[config.mk]
export PLATFORM = sky130hd
export DESIGN_NAME = if_stage_flat
export DESIGN_NICKNAME = d
export VERILOG_FILES = /design/src/rtl/if_stage_if.sv /design/src/rtl/if_stage.sv /design/src/flat_wrapper.sv
export SDC_FILE = /design/constraint.sdc
export NUM_CORES = 1
export LEC_CHECK = 0
export ABC_AREA = 1
export BUFFER_PORTS_ARGS = -buffer_cell sky130_fd_sc_hd__buf_2
export CORE_ASPECT_RATIO = 0.6
export CORE_MARGIN = 2
export CORE_UTILIZATION = 42
export CTS_CLUSTER_DIAMETER = 120
export DETAILED_ROUTE_END_ITERATION = 8
export HOLD_SLACK_MARGIN = 0.1
export PLACE_DENSITY = 0.79
export SETUP_SLACK_MARGIN = 0.2
export SYNTH_ARGS = -nofsm -noshare
export SYNTH_HDL_FRONTEND = slang
export SYNTH_SLANG_ARGS = --single-unit
[constraint.sdc]
create_clock -name clk -period 1.5 [get_ports clk]
set_input_delay 0.075 -clock clk [delete_from_list [all_inputs] [get_ports clk]]
set_output_delay 0.075 -clock clk [all_outputs]
set_load 0.005 [all_outputs]
[src/rtl/if_stage_if.sv]
// IF-stage bus: hazard/redirect inputs, ROM port, and the IF/ID register view.
// IF_PERF_CNT_EN adds the three perf counter signals.
interface if_stage_if #(
  parameter int PC_WIDTH    = 8,
  parameter int INSTR_WIDTH = 32
);
  logic                   stall;
  logic                   branch_taken;
  logic [PC_WIDTH-1:0]    branch_target;
  logic [INSTR_WIDTH-1:0] imem_data;
  logic [PC_WIDTH-1:0]    imem_addr;
  logic [INSTR_WIDTH-1:0] id_instr;
  logic [PC_WIDTH-1:0]    id_next_pc;
  logic                   id_valid;
  logic [3:0]             id_i31_i28, id_i19_i16, id_i15_i12, id_i3_i0;
  logic [11:0]            id_i11_i0;
  logic [23:0]            id_i23_i0;
  logic [1:0]             fetch_state;
`ifdef IF_PERF_CNT_EN
  logic [15:0]            perf_fetched, perf_stalled, perf_flushed;

  modport master (
    input  stall, branch_taken, branch_target, imem_data,
    output imem_addr, id_instr, id_next_pc, id_valid,
           id_i31_i28, id_i19_i16, id_i15_i12, id_i3_i0, id_i11_i0, id_i23_i0,
           fetch_state, perf_fetched, perf_stalled, perf_flushed
  );
  modport slave (
    output stall, branch_taken, branch_target, imem_data,
    input  imem_addr, id_instr, id_next_pc, id_valid,
           id_i31_i28, id_i19_i16, id_i15_i12, id_i3_i0, id_i11_i0, id_i23_i0,
           fetch_state, perf_fetched, perf_stalled, perf_flushed
  );
`else
  modport master (
    input  stall, branch_taken, branch_target, imem_data,
    output imem_addr, id_instr, id_next_pc, id_valid,
           id_i31_i28, id_i19_i16, id_i15_i12, id_i3_i0, id_i11_i0, id_i23_i0,
           fetch_state
  );
  modport slave (
    output stall, branch_taken, branch_target, imem_data,
    input  imem_addr, id_instr, id_next_pc, id_valid,
           id_i31_i28, id_i19_i16, id_i15_i12, id_i3_i0, id_i11_i0, id_i23_i0,
           fetch_state
  );
`endif
endinterface

[src/rtl/if_stage.sv]
// Instruction fetch: PC, ROM addressing, IF/ID register with stall and branch flush.
// Optional saturating perf counters when IF_PERF_CNT_EN is defined.
module if_stage #(
  parameter int                  PC_WIDTH    = 8,
  parameter int                  INSTR_WIDTH = 32,
  parameter logic [PC_WIDTH-1:0] RESET_PC    = '0
) (
  input logic       clk,
  input logic       reset,
  if_stage_if.master bus
);
  typedef enum logic [1:0] {
    S_RST   = 2'b00,
    S_RUN   = 2'b01,
    S_HOLD  = 2'b10,
    S_FLUSH = 2'b11
  } state_t;

  state_t                 r_state, w_next_state;
  logic [PC_WIDTH-1:0]    r_pc;
  logic [INSTR_WIDTH-1:0] r_instr;
  logic [PC_WIDTH-1:0]    r_next_pc;
  logic                   r_valid;
  logic                   w_flush, w_hold, w_advance;
  logic [PC_WIDTH-1:0]    w_pc_plus4;

  assign w_pc_plus4 = r_pc + PC_WIDTH'(4);

  always_ff @(posedge clk) begin
    if (reset) r_state <= S_RST;
    else       r_state <= w_next_state;
  end

  always_comb begin
    w_next_state = S_RUN;
    if (w_flush)     w_next_state = S_FLUSH;
    else if (w_hold) w_next_state = S_HOLD;
  end

  // Branch outranks stall: a redirect must never be lost behind a hazard hold.
  always_comb begin
    w_flush   = bus.branch_taken;
    w_hold    = !bus.branch_taken && bus.stall;
    w_advance = !bus.branch_taken && !bus.stall;
  end

  always_ff @(posedge clk) begin
    if (reset) begin
      r_pc      <= RESET_PC;
      r_instr   <= '0;
      r_next_pc <= '0;
      r_valid   <= 1'b0;
    end else if (w_flush) begin
      r_pc      <= {bus.branch_target[PC_WIDTH-1:2], 2'b00};
      r_instr   <= '0;
      r_next_pc <= '0;
      r_valid   <= 1'b0;
    end else if (w_advance) begin
      r_pc      <= w_pc_plus4;
      r_instr   <= bus.imem_data;
      r_next_pc <= w_pc_plus4;
      r_valid   <= 1'b1;
    end
  end

  assign bus.imem_addr   = r_pc;
  assign bus.id_instr    = r_instr;
  assign bus.id_next_pc  = r_next_pc;
  assign bus.id_valid    = r_valid;
  assign bus.fetch_state = r_state;
  assign bus.id_i31_i28  = r_instr[31:28];
  assign bus.id_i19_i16  = r_instr[19:16];
  assign bus.id_i15_i12  = r_instr[15:12];
  assign bus.id_i3_i0    = r_instr[3:0];
  assign bus.id_i11_i0   = r_instr[11:0];
  assign bus.id_i23_i0   = r_instr[23:0];

`ifdef IF_PERF_CNT_EN
  logic [15:0] r_perf_fetched, r_perf_stalled, r_perf_flushed;

  always_ff @(posedge clk) begin
    if (reset) begin
      r_perf_fetched <= '0;
      r_perf_stalled <= '0;
      r_perf_flushed <= '0;
    end else begin
      if (w_advance && r_perf_fetched != 16'hFFFF) r_perf_fetched <= r_perf_fetched + 16'd1;
      if (w_hold    && r_perf_stalled != 16'hFFFF) r_perf_stalled <= r_perf_stalled + 16'd1;
      if (w_flush   && r_perf_flushed != 16'hFFFF) r_perf_flushed <= r_perf_flushed + 16'd1;
    end
  end

  assign bus.perf_fetched = r_perf_fetched;
  assign bus.perf_stalled = r_perf_stalled;
  assign bus.perf_flushed = r_perf_flushed;
`endif
endmodule

[src/flat_wrapper.sv]
// flat-port wrapper written by rule: the top's interface ports become plain ports
module if_stage_flat 
#(
  parameter int                  PC_WIDTH    = 8,
  parameter int                  INSTR_WIDTH = 32,
  parameter logic [PC_WIDTH-1:0] RESET_PC    = '0
)
  (clk, reset, bus_stall, bus_branch_taken, bus_branch_target, bus_imem_data, bus_imem_addr, bus_id_instr, bus_id_next_pc, bus_id_valid, bus_id_i31_i28, bus_id_i19_i16, bus_id_i15_i12, bus_id_i3_i0, bus_id_i11_i0, bus_id_i23_i0, bus_fetch_state);
  if_stage_if #(.PC_WIDTH(PC_WIDTH), .INSTR_WIDTH(INSTR_WIDTH)) bus_i ();
  input logic clk;
  input logic reset;
  input wire logic [$bits(bus_i.stall)-1:0] bus_stall;
  input wire logic [$bits(bus_i.branch_taken)-1:0] bus_branch_taken;
  input wire logic [$bits(bus_i.branch_target)-1:0] bus_branch_target;
  input wire logic [$bits(bus_i.imem_data)-1:0] bus_imem_data;
  output wire logic [$bits(bus_i.imem_addr)-1:0] bus_imem_addr;
  output wire logic [$bits(bus_i.id_instr)-1:0] bus_id_instr;
  output wire logic [$bits(bus_i.id_next_pc)-1:0] bus_id_next_pc;
  output wire logic [$bits(bus_i.id_valid)-1:0] bus_id_valid;
  output wire logic [$bits(bus_i.id_i31_i28)-1:0] bus_id_i31_i28;
  output wire logic [$bits(bus_i.id_i19_i16)-1:0] bus_id_i19_i16;
  output wire logic [$bits(bus_i.id_i15_i12)-1:0] bus_id_i15_i12;
  output wire logic [$bits(bus_i.id_i3_i0)-1:0] bus_id_i3_i0;
  output wire logic [$bits(bus_i.id_i11_i0)-1:0] bus_id_i11_i0;
  output wire logic [$bits(bus_i.id_i23_i0)-1:0] bus_id_i23_i0;
  output wire logic [$bits(bus_i.fetch_state)-1:0] bus_fetch_state;
  assign bus_i.stall = bus_stall;
  assign bus_i.branch_taken = bus_branch_taken;
  assign bus_i.branch_target = bus_branch_target;
  assign bus_i.imem_data = bus_imem_data;
  assign bus_imem_addr = bus_i.imem_addr;
  assign bus_id_instr = bus_i.id_instr;
  assign bus_id_next_pc = bus_i.id_next_pc;
  assign bus_id_valid = bus_i.id_valid;
  assign bus_id_i31_i28 = bus_i.id_i31_i28;
  assign bus_id_i19_i16 = bus_i.id_i19_i16;
  assign bus_id_i15_i12 = bus_i.id_i15_i12;
  assign bus_id_i3_i0 = bus_i.id_i3_i0;
  assign bus_id_i11_i0 = bus_i.id_i11_i0;
  assign bus_id_i23_i0 = bus_i.id_i23_i0;
  assign bus_fetch_state = bus_i.fetch_state;
  if_stage #(.PC_WIDTH(PC_WIDTH), .INSTR_WIDTH(INSTR_WIDTH), .RESET_PC(RESET_PC)) u_core (.clk(clk), .reset(reset), .bus(bus_i));
endmodule
**After elaboration in Yosys (flattened, before gate mapping)**

Index checks and enable logic that the tools add are counted.
Widths: inputs -> output; s select.

- RAM bits: 0
- Flip-flop bits (word level): 51
- Bits in read-only memories: 0
- Latch bits: 0
- Bits of input ports: 44
- Memories kept: 0
- Logic and storage cells: 17

- Order comparisons: 0
- Reductions and logical operators: 6
- Shifts and indexed selects: 0
- Bitwise logic cells: 0
- Divide/modulo/power cells: 0
- Multipliers: 0
- Muxes and demuxes: 4
- $add $sub $neg: 1
- Equal/unequal tests: 0

Operators with widths:

| operator | count |
|---|---|
| $mux 8 | 2 |
| $add 8x3->8 const B | 1 |
| $mux 2 | 2 |
| $logic_and 1x1->1 | 2 |
| $logic_not 1->1 | 2 |
| $reduce_bool 2->1 | 1 |
| $reduce_or 2->1 | 1 |

**Logic depth before layout (Yosys ltp)**

Gate-level depths: netlist (run 1).

- Depth in word-level cells: 4
- Mapped depth: 7
- Mapped depth without buffers: 6

**Worst setup path after synthesis (run 1)**

Ideal clock, no wire load.

- Path type: flip-flop to flip-flop
- Start: register u_core.r_pc[3], in the netlist u_core.bus.imem_addr[3]
- End: register u_core.r_next_pc[6], in the netlist u_core.bus.id_next_pc[6]
- Buffers on the path: 0
- Slack: 0.432 ns
- Data arrival time: 0.998 ns
- Required time: 1.430 ns
- Cell stages (with the launch flop): 6
- Clock period less this slack: 1.068 ns
- Library setup time: 0.070 ns
- Path through: dfxtp_1 ha_1 nand2_1 o21ai_0 o211ai_1 a21oi_1

- Cells in the longest elaborated chain, start to end: 1

Ends and longest elaborated chain:

| what | line | source |
|---|---|---|
| start, declared | if_stage.sv:20 | `logic [PC_WIDTH-1:0] r_pc;` |
| start signal, assigned | if_stage.sv:54 | `r_pc <= {bus.branch_target[PC_WIDTH-1:2], 2'b00};` |
| start signal, assigned | if_stage.sv:59 | `r_pc <= w_pc_plus4;` |
| $add 8x3->8 | if_stage.sv:27 | `assign w_pc_plus4 = r_pc + PC_WIDTH'(4);` |
| end signal, assigned | if_stage.sv:61 | `r_next_pc <= w_pc_plus4;` |
| end, declared | if_stage.sv:22 | `logic [PC_WIDTH-1:0] r_next_pc;` |

No other way between the ends.
A chain may end at the register's enable or synchronous reset.

**Worst setup path in the final report (run 1)**

Same ends and word-level chain as after synthesis.

==> flow_metrics.tcl, run 1 <==
set metrics [dict create \
    critPathTopFamily "compound AO/OA/AOI/OAI gates" \
    syn_inst 284 \
    crit_buf_inv 0 \
    place_ws_ps 317.9 \
    ant_nets 0 \
    syn_area_per_cell_um2 7.904 \
    end_kind "flip-flop" \
    dr.pass1.iters 4 \
    grt_use_met3_pct 4.954 \
    whs_ps 107.4 \
    num_antenna_cells 0 \
    hp-start "bus_branch_target[2]" \
    drv_slew 0 \
    ys_ff_latch 47 \
    hpwl_um 3782 \
    dieWidth_um 98.38 \
    synth_area_mm2 0.002245 \
    grtUsageTotal_pct 17.80 \
    dp.cells 429 \
    wl_per_cell_um 11.97 \
    path_cells "ha_1 > nand2_1 > o21ai_0 > o211ai_1 > a21oi_1" \
    clk_pin_slew_worst_paths_ps 80 \
    boundaryPins 147 \
    drt-total-wl_um 5628 \
    setup.worst_path.class "flip-flop to flip-flop" \
    tns_ps 0 \
    use_met1_pct 21.52 \
    hold-path-endpoint "u_core.bus.imem_addr[2]$_SDFFE_PP0P_" \
    num_rows 20 \
    grt_max_degree 26 \
    cpPeakStageDelay_ps 400 \
    htree_levels 2 \
    clockBufferDepth 2 \
    numCtsBuffers 5 \
    fin_ws_ps 281.3 \
    nFillCells 489 \
    grt_use_met2_pct 32.26 \
    fin_crit_sh_pct 81.24 \
    grt_busiest_layer "met2" \
    cts_tree "yes" \
    p_total_mw 2.372 \
    finalSetupViolCount 0 \
    port_buffers 140 \
    core_mm2 0.005105 \
    start_kind "flip-flop" \
    hold_violations 0 \
    reg2reg_to "u_core.bus.id_next_pc[6]$_SDFFE_PP0P_" \
    layout_common_cells "140 x buf_2, 90 x nand2_1, 47 x dfxtp_1" \
    drive_gt1_share_pct 40.84 \
    viasPerCell 4.562 \
    leakagePower_nw 1.554 \
    cts_root_buf "clkbuf_8" \
    yosysUniqueCellTypes 21 \
    start_util_pct 43.97 \
    timing.fmax_ghz 0.8206 \
    cts.sinks 47 \
    antenna_found_initial 0 \
    worstPathMaxFanout 5 \
    rr_worst_depth 5 \
    fin_cells 470 \
    grt_pass1_vias 1863 \
    power_density_mw_per_mm2 795.8 \
    min_path_cells 5 \
    grt_pass1_wl_um 8431 \
    drtIter0Drc 69 \
    arrival_ps 1450 \
    die_h_um 60.63 \
    drc_errors 0 \
    clk_latency_ps 290 \
    finClkSkew_ps 7.523 \
    place.gp.congestion 0.7850 \
    cp_slowest_cell "dfxtp_1" \
    r2r_setup_slack_ps 280 \
    nets 450 \
    outcome "finished clean" \
    r2r_start "u_core.bus.imem_addr[3]$_SDFFE_PP0P_" \
    ir_drop_v 0.0005399 \
    placed_area_mm2 0.002557 \
    fin_area_mm2 0.002980 \
    vias 2144 \
    cts_resized 0 \
    hp-class "primary input to flip-flop" \
    areaGrowthSynthToFinish_pct 32.78 \
    cp.required_ps 1730 \
    layout_commonest_cell "buf_2" \
    yosys_warnings 0 \
    fin_crit_ps 1219 \
    final_util_pct 58.38 \
    grt-ovfl-total 0 \
    ys_seq_area_share_pct 41.92 \
    maxCapViolations 0 \
    die_area_mm2 0.005964 \
    rsz0062_at_grt "no" \
]
==> how the worst max path moves through the flow <==
stage,startpoint,to,slack (ps),depth (start not counted)
2_1_floorplan,u_core.bus.imem_addr[3]$_SDFFE_PP0P_,u_core.bus.id_next_pc[6]$_SDFFE_PP0P_,430,5
3_3_place_gp,u_core.bus.imem_addr[3]$_SDFFE_PP0P_,u_core.bus.id_next_pc[6]$_SDFFE_PP0P_,370,5
3_5_place_dp,u_core.bus.imem_addr[3]$_SDFFE_PP0P_,u_core.bus.id_next_pc[6]$_SDFFE_PP0P_,320,5
4_1_cts,u_core.bus.imem_addr[3]$_SDFFE_PP0P_,u_core.bus.id_next_pc[6]$_SDFFE_PP0P_,290,5
5_1_grt,u_core.bus.imem_addr[3]$_SDFFE_PP0P_,u_core.bus.imem_addr[6]$_SDFFE_PP0P_,210,5
6_report,u_core.bus.imem_addr[3]$_SDFFE_PP0P_,u_core.bus.id_next_pc[6]$_SDFFE_PP0P_,280,5
==> area by class of cell <==
type | count | area (um^2) | area share [%]
repair buffers | 180 | 1101 | 36.94
well taps | 66 | 82.58 | 2.771
clock buffers | 6 | 72.57 | 2.435
flip-flops and latches | 47 | 940.9 | 31.57
inverters | 14 | 52.55 | 1.763
multi-input cells | 157 | 730.7 | 24.52
==> state kept, by name, summed over array words and instances (netlist names) <==
signal and flops:
u_core.bus.id_instr 32, u_core.bus.id_next_pc 6, u_core.bus.imem_addr 6, u_core.bus.fetch_state 2, u_core.bus.id_valid 1
==> cell families (layout without fill, tap and decap cells) <==
| logic type | after synthesis | in the layout | synth area share [%] |
|---|---|---|---|
| AND/OR/NAND/NOR | 104 | 104 | 18.90 |
| buffers and inverters | 83 | 200 | 26.03 |
| AO/OA/AOI/OAI | 48 | 48 | 12.43 |
| flip-flops | 47 | 47 | 41.92 |
| adder cells (fa/ha/maj) | 1 | 1 | 0.5573 |
| other | 1 | 4 | 0.1671 |
==> worst min-delay path: stages <==
cell,delay [ps]
buf_2,70
nand2_1,50
o211ai_1,80
nand2_1,50
inv_1,40
==> timing repair <==
| action | 4_1_cts | 5_1_grt |
|---|---|---|
| endpoints found under the hold margin | 39 | 0 |
| hold buffers | 35 | 0 |
| setup buffers | 0 | 0 |
==> cell usage after synthesis (all sizes together) <==
cell	number	area [um^2]
nand2	90	337.8
buf	69	531.8
dfxtp	47	940.9
a21oi	41	227.7
inv	14	52.55
nor2	7	50.05
nand3	6	30.03
o21ai	3	22.52
o211ai	2	15.01
a31oi	1	6.260
conb	1	3.750
ha	1	12.51
o21bai	1	7.510
or2	1	6.260
==> metal layers <==
metal,part of all wire [%],vias up
met1,42,971
met2,49,99
met3,7.7,6
met5,0,-
met4,0.78,0
li1,-,1068
==> where the power goes <==
| group | switching (mW) | internal (mW) |
|---|---|---|
| logic | 0.173 | 0.191 |
| clock network | 0.384 | 0.311 |
| registers | 0.0296 | 1.28 |
| total | 0.587 | 1.79 |
(Power assumes the default switching activity.)
==> inputs of run 2 (changes only) <==
Settings changed: ABC_AREA 1 to 0.
Clock period 1.5 ns to 1.22 ns, I/O delays scaled along.
==> run 2 against run 1 <==
Effect of this change:
- synthesized cell count down 17%
- die area down 1.1%
- maximum frequency up 10%
- power up 31%
- combinational power up 59%
- global-route usage down 0.13 points
- clock-buffer cell count up 1
- first-iteration DRC count down 55%
- highest routed layer unchanged
==> flow_metrics.tcl, run 2 <==
set metrics [dict create \
    drv_slew 0 \
    ant_nets 0 \
    vias 1964 \
    areaGrowthSynthToFinish_pct 45.01 \
    synth_area_mm2 0.002218 \
    ys_seq_area_share_pct 42.41 \
    yosys_warnings 0 \
    clk_pin_slew_worst_paths_ps 80 \
    synth_top_area_cell "dfxtp_1" \
    fin_crit_sh_pct 90.80 \
    power_density_mw_per_mm2 966.7 \
    hpwl_um 3415 \
    fin_crit_ps 1108 \
    timing.fmax_ghz 0.9027 \
    syn_inst 235 \
    final_util_pct 63.33 \
    r2r_start "u_core.bus.imem_addr[3]$_SDFFE_PP0P_" \
    layout_common_cells "140 x buf_2, 44 x nor2_1, 44 x dlygate4sd3_1" \
    htree_levels 2 \
    leakagePower_nw 1.733 \
    async_reset_ff_share_pct 0 \
    cts_tree "yes" \
    place.gp.congestion 0.7649 \
    start_util_pct 43.67 \
    cp.required_ps 1430 \
    ir_drop_v 0.0004602 \
    cts_root_buf "clkbuf_8" \
    grt_use_met2_pct 31.21 \
    drive_gt1_share_pct 45.62 \
    maxCapViolations 0 \
    num_rows 20 \
    drtIter0Drc 31 \
    hp-class "primary input to flip-flop" \
    dieWidth_um 97.83 \
    yosysUniqueCellTypes 28 \
    ys_ff_latch 47 \
    largest_register_ffs 32 \
    antenna_found_initial 0 \
    grt_use_met3_pct 5.380 \
    dp.cells 383 \
    fin_cells 443 \
    grt_busiest_layer "met2" \
    grtUsageTotal_pct 17.67 \
    ys_top_cells_by_area "dfxtp_1 42%, buf_4 20%, mux2i_1 15%, nor2_1 7.4%, a21oi_1 2.0%" \
    clockBufferDepth 2 \
    clk_latency_ps 290 \
    numCtsBuffers 5 \
    startpoint "u_core.bus.imem_addr[3]$_SDFFE_PP0P_" \
    synth.most_common_cell "buf_4" \
    grt_max_degree 27 \
    synth_edf_count 0 \
    setup.worst_path.class "flip-flop to flip-flop" \
    die_area_mm2 0.005898 \
    tns_ps 0 \
    drt-total-wl_um 5387 \
    syn_area_per_cell_um2 9.440 \
    grt_pass1_vias 1770 \
    boundaryPins 147 \
    num_antenna_cells 0 \
    arrival_ps 1320 \
    end_kind "flip-flop" \
    core_mm2 0.005080 \
    hp-start "bus_branch_taken" \
    rsz0062_at_grt "yes" \
    cts.sinks 47 \
    synthTopCellsByCount "60 x buf_4, 47 x dfxtp_1, 44 x nor2_1" \
    use_met1_pct 21.82 \
    worstPathMaxFanout 4 \
    hold_violations 0 \
    grt_pass1_wl_um 8245 \
    whs_ps 147.1 \
    dr.pass1.iters 4 \
    start_kind "flip-flop" \
    port_buffers 140 \
    nets 421 \
    finalSetupViolCount 0 \
    viasPerCell 4.433 \
    outcome "finished clean" \
    yosys_most_used_dff "dfxtp_1" \
    drc_errors 0 \
    layout_commonest_cell "buf_2" \
    synth.top_cell.area_share_pct 42.41 \
    grt-ovfl-total 0 \
    die_h_um 60.30 \
    wl_per_cell_um 12.16 \
    finClkSkew_ps 2.585 \
]
==> run 2: cell types whose count changed after synthesis, moves of 5 or more <==
cell     delta
nand2_1    -85
inv_1       -9
a21oi_2     -6
buf_6       -5
a21oi_1    -26
nor2_1     +39
xnor2_1     +5
mux2i_1    +34
==> run 2: layer usage <==
metal | part of all wire, % | vias to the layer above
met3 | 8.9 | 2
met1 | 44 | 883
met4 | 0.33 | 0
met2 | 47 | 93
li1 | - | 986
met5 | 0 | -
==> run 2: final cells by class <==
class                   count  area [um^2]
fillers                   438         1863
repair buffers            197         1255
flip-flops and latches     47        959.7
multi-input cells         123        830.8
well taps                  66        82.58
clock buffers               7        76.32
inverters                   2        7.507
clock inverters             1        5.005
==> run 2: final timing paths <==
kind | end | slack, ps | cells past startpoint
setup reg to reg | u_core.bus.imem_addr[5]$_SDFFE_PP0P_ | 110 | 3
hold reg to reg | u_core.bus.id_valid$_SDFFE_PP0P_ | 450 | 2
hold / removal | u_core.bus.imem_addr[3]$_SDFFE_PP0P_ | 150 | 4
setup / recovery | u_core.bus.imem_addr[5]$_SDFFE_PP0P_ | 110 | 3
==> run 2: metrics by stage <==
stage               area (um^2)  total power [mW]  worst slack [ps]
floorplan                  2258             1.977             202.9
global placement           2600             2.096             164.9
detailed placement         2600             2.106             117.2
CTS                        3188             3.129             104.1
global route               3217             3.285             5.606
finish                     3217             3.110             112.2
==> run 2: cells by family after synthesis <==
kind of cell,share of synthesized area (%)
muxes,15.34
DFF,42.41
other,0.1690
xor gates and xnor gates,2.764
buffers and inverters,22.50
adders and majority gates,0.5639
and+or+nand+nor,11.68
AOI/OAI and AO/OA,4.569
==> run 2: report_power, final <==
part	switching, mW	leakage (nW)	internal (mW)
clock network	0.490	0.0422	0.403
logic	0.237	1.30	0.340
registers	0.0498	0.387	1.59
total	0.777	1.73	2.33
==> run 2: what timing repair did <==
action / in CTS / in global routing
resized for setup: 4 / 4
hold endpoints to repair: 40 / 0
endpoints found under the setup margin: 7 / 9
buffers inserted: 7 / 1
pin swaps: 6 / 4
hold buffers: 44 / 0
==> run 2: critical path, stage by stage, from the launching register on <==
cell	delay, ps
dfxtp_4	380
nand3_1	140
or3_1	330
a31oi_1	180
==> inputs of run 3 (changes only) <==
Settings changed: CORE_ASPECT_RATIO 0.6 to 1.75.
==> run 3 against run 2 <==
Effect of this change:
- the flow now finishes with violations (DRC)
- via count increased by 0.10%
- wire length shrank 1.9%
- largest cell class unchanged
- worst setup slack improved by 37 ps
- hold slack lost 6.3 ps
- combinational power shrank 4.0%
- die area hardly changed
- first-iteration DRC count rose by 48%
- highest routed layer unchanged
- non-clock buffer count down 5
- sequential cell count unchanged
- final cell count shrank 3.6%
==> flow_metrics.tcl, run 3 (synthesis results as in run 2) <==
set metrics [dict create \
    outcome "finished, violations left" \
    violations "DRC" \
    start_kind "flip-flop" \
    layout_commonest_cell "buf_2" \
    layout_common_cells "140 x buf_2, 44 x nor2_1, 42 x dlygate4sd3_1, 42 x dfxtp_1, 34 x mux2i_1" \
    viasPerCell 4.604 \
    wl_per_cell_um 12.37 \
    hp-class "primary input to flip-flop" \
    cp.required_ps 1440 \
    boundaryPins 147 \
    htree_levels 2 \
    dr.pass1.iters 6 \
    clk_pin_slew_worst_paths_ps 90 \
    hold_violations 0 \
    finalSetupViolCount 0 \
    die_area_mm2 0.005902 \
    grt_pass1_vias 1826 \
    arrival_ps 1290 \
    p_total_mw 3.074 \
    power_density_mw_per_mm2 978.6 \
    grt-ovfl-total 0 \
    timing.fmax_ghz 0.9340 \
    tns_ps 0 \
    port_buffers 140 \
    worstPathMaxFanout 6 \
    min_path_cells 4 \
    end_kind "flip-flop" \
    leakagePower_nw 1.693 \
    clockBufferDepth 2 \
    start_util_pct 42.93 \
    drt-total-wl_um 5284 \
    setup.worst_path.class "flip-flop to flip-flop" \
    numCtsBuffers 5 \
    dieWidth_um 58.94 \
    cts.sinks 47 \
    rsz0062_at_grt "yes" \
    reg2reg_to "u_core.bus.imem_addr[5]$_SDFFE_PP0P_" \
    hp-start "bus_branch_taken" \
    ant_nets 0 \
    vias 1966 \
    place.gp.congestion 0.7700 \
    clk_latency_ps 290 \
    maxCapViolations 0 \
    drtIter0Drc 46 \
    areaGrowthSynthToFinish_pct 41.62 \
    drive_gt1_share_pct 44.62 \
    drc_errors 10 \
    num_rows 35 \
    cts_root_buf "clkbuf_8" \
    fin_crit_ps 1071 \
    largest_register_ffs 32 \
    nets 416 \
    drv_slew 0 \
    grt_max_degree 21 \
    grtUsageTotal_pct 18.00 \
    cts_tree "yes" \
    ir_drop_v 0.0005947 \
    die_h_um 100.1 \
    finClkSkew_ps 6.818 \
    placed_area_mm2 0.002586 \
    hold-path-endpoint "u_core.bus.imem_addr[3]$_SDFFE_PP0P_" \
    rr_worst_depth 3 \
    r2r_start "u_core.bus.imem_addr[2]$_SDFFE_PP0P_" \
    r2r_setup_slack_ps 150 \
    startpoint "u_core.bus.imem_addr[2]$_SDFFE_PP0P_" \
    fin_crit_sh_pct 87.76 \
    core_mm2 0.005167 \
    grt_pass1_wl_um 8211 \
    fin_area_mm2 0.003142 \
    antenna_found_initial 0 \
    num_antenna_cells 0 \
    hpwl_um 3460 \
]
[run 3: cell types whose count changed in the layout (fill, tap and decap cells not counted), sizes merged]
cell	before	now
buf	153	150
dlygate4sd3	44	42
clkbuf	7	8
clkinv	2	1
[run 3: metal layers]
layer,share of wire [%],wire (um),vias to the layer above,GRT usage (%)
li1,-,-,980,-
met1,33,1764,899,18.16
met2,59,3113,77,34.27
met3,5.5,290,10,2.964
met4,2.2,115,0,8.042
met5,0,0,-,0
[run 3: cell type report]
| type | instances | area (um^2) |
|---|---|---|
| well taps | 55 | 68.82 |
| repair buffers | 192 | 1209 |
| flip-flops and latches | 47 | 959.7 |
| inverters | 2 | 7.507 |
| multi-input cells | 123 | 817.0 |
| fillers | 403 | 2026 |
| clock buffers | 8 | 80.08 |
[run 3: stage by stage]
| step | util, % | instances | hold WS, ps | worst slack, ps |
|---|---|---|---|---|
| 6_report | 60.80 | 427 | 140.8 | 149.3 |
| 4_1_cts | 60.65 | 426 | 116.7 | 141.4 |
| 3_3_place_gp | 50.05 | 372 | 288.8 | 156.6 |
| 5_1_grt | 60.80 | 427 | 152.0 | 81.95 |
| 3_5_place_dp | 50.05 | 372 | 297.6 | 136.8 |
| 2_1_floorplan | - | 238 | 186.7 | 202.9 |
[run 3: timing repair]
| action | in CTS | in global routing |
|---|---|---|
| gates resized for setup | 5 | 0 |
| hold endpoints to repair | 40 | 0 |
| endpoints found under the setup margin | 8 | 9 |
| buffers inserted | 4 | 1 |
| hold buffers | 42 | 0 |
| pin swaps | 7 | 5 |
[run 3: report_power, final]
| part | switching [mW] | internal [mW] |
|---|---|---|
| clock | 0.474 | 0.408 |
| combinational | 0.231 | 0.323 |
| sequential | 0.0489 | 1.59 |
| total | 0.753 | 2.32 |
[run 3: worst max-delay path, stage by stage (launching register included)]
cell     delay (ps)
dfxtp_4         390
nand3_1         120
or3_1           330
a31oi_1         150
[run 3: how the worst max path moves through the flow]
stage,to
global placement,u_core.bus.imem_addr[6]$_SDFFE_PP0P_
detailed placement,u_core.bus.imem_addr[5]$_SDFFE_PP0P_
floorplan,u_core.bus.imem_addr[5]$_SDFFE_PP0P_
finish,u_core.bus.imem_addr[5]$_SDFFE_PP0P_
CTS,u_core.bus.imem_addr[5]$_SDFFE_PP0P_
global route,u_core.bus.imem_addr[5]$_SDFFE_PP0P_
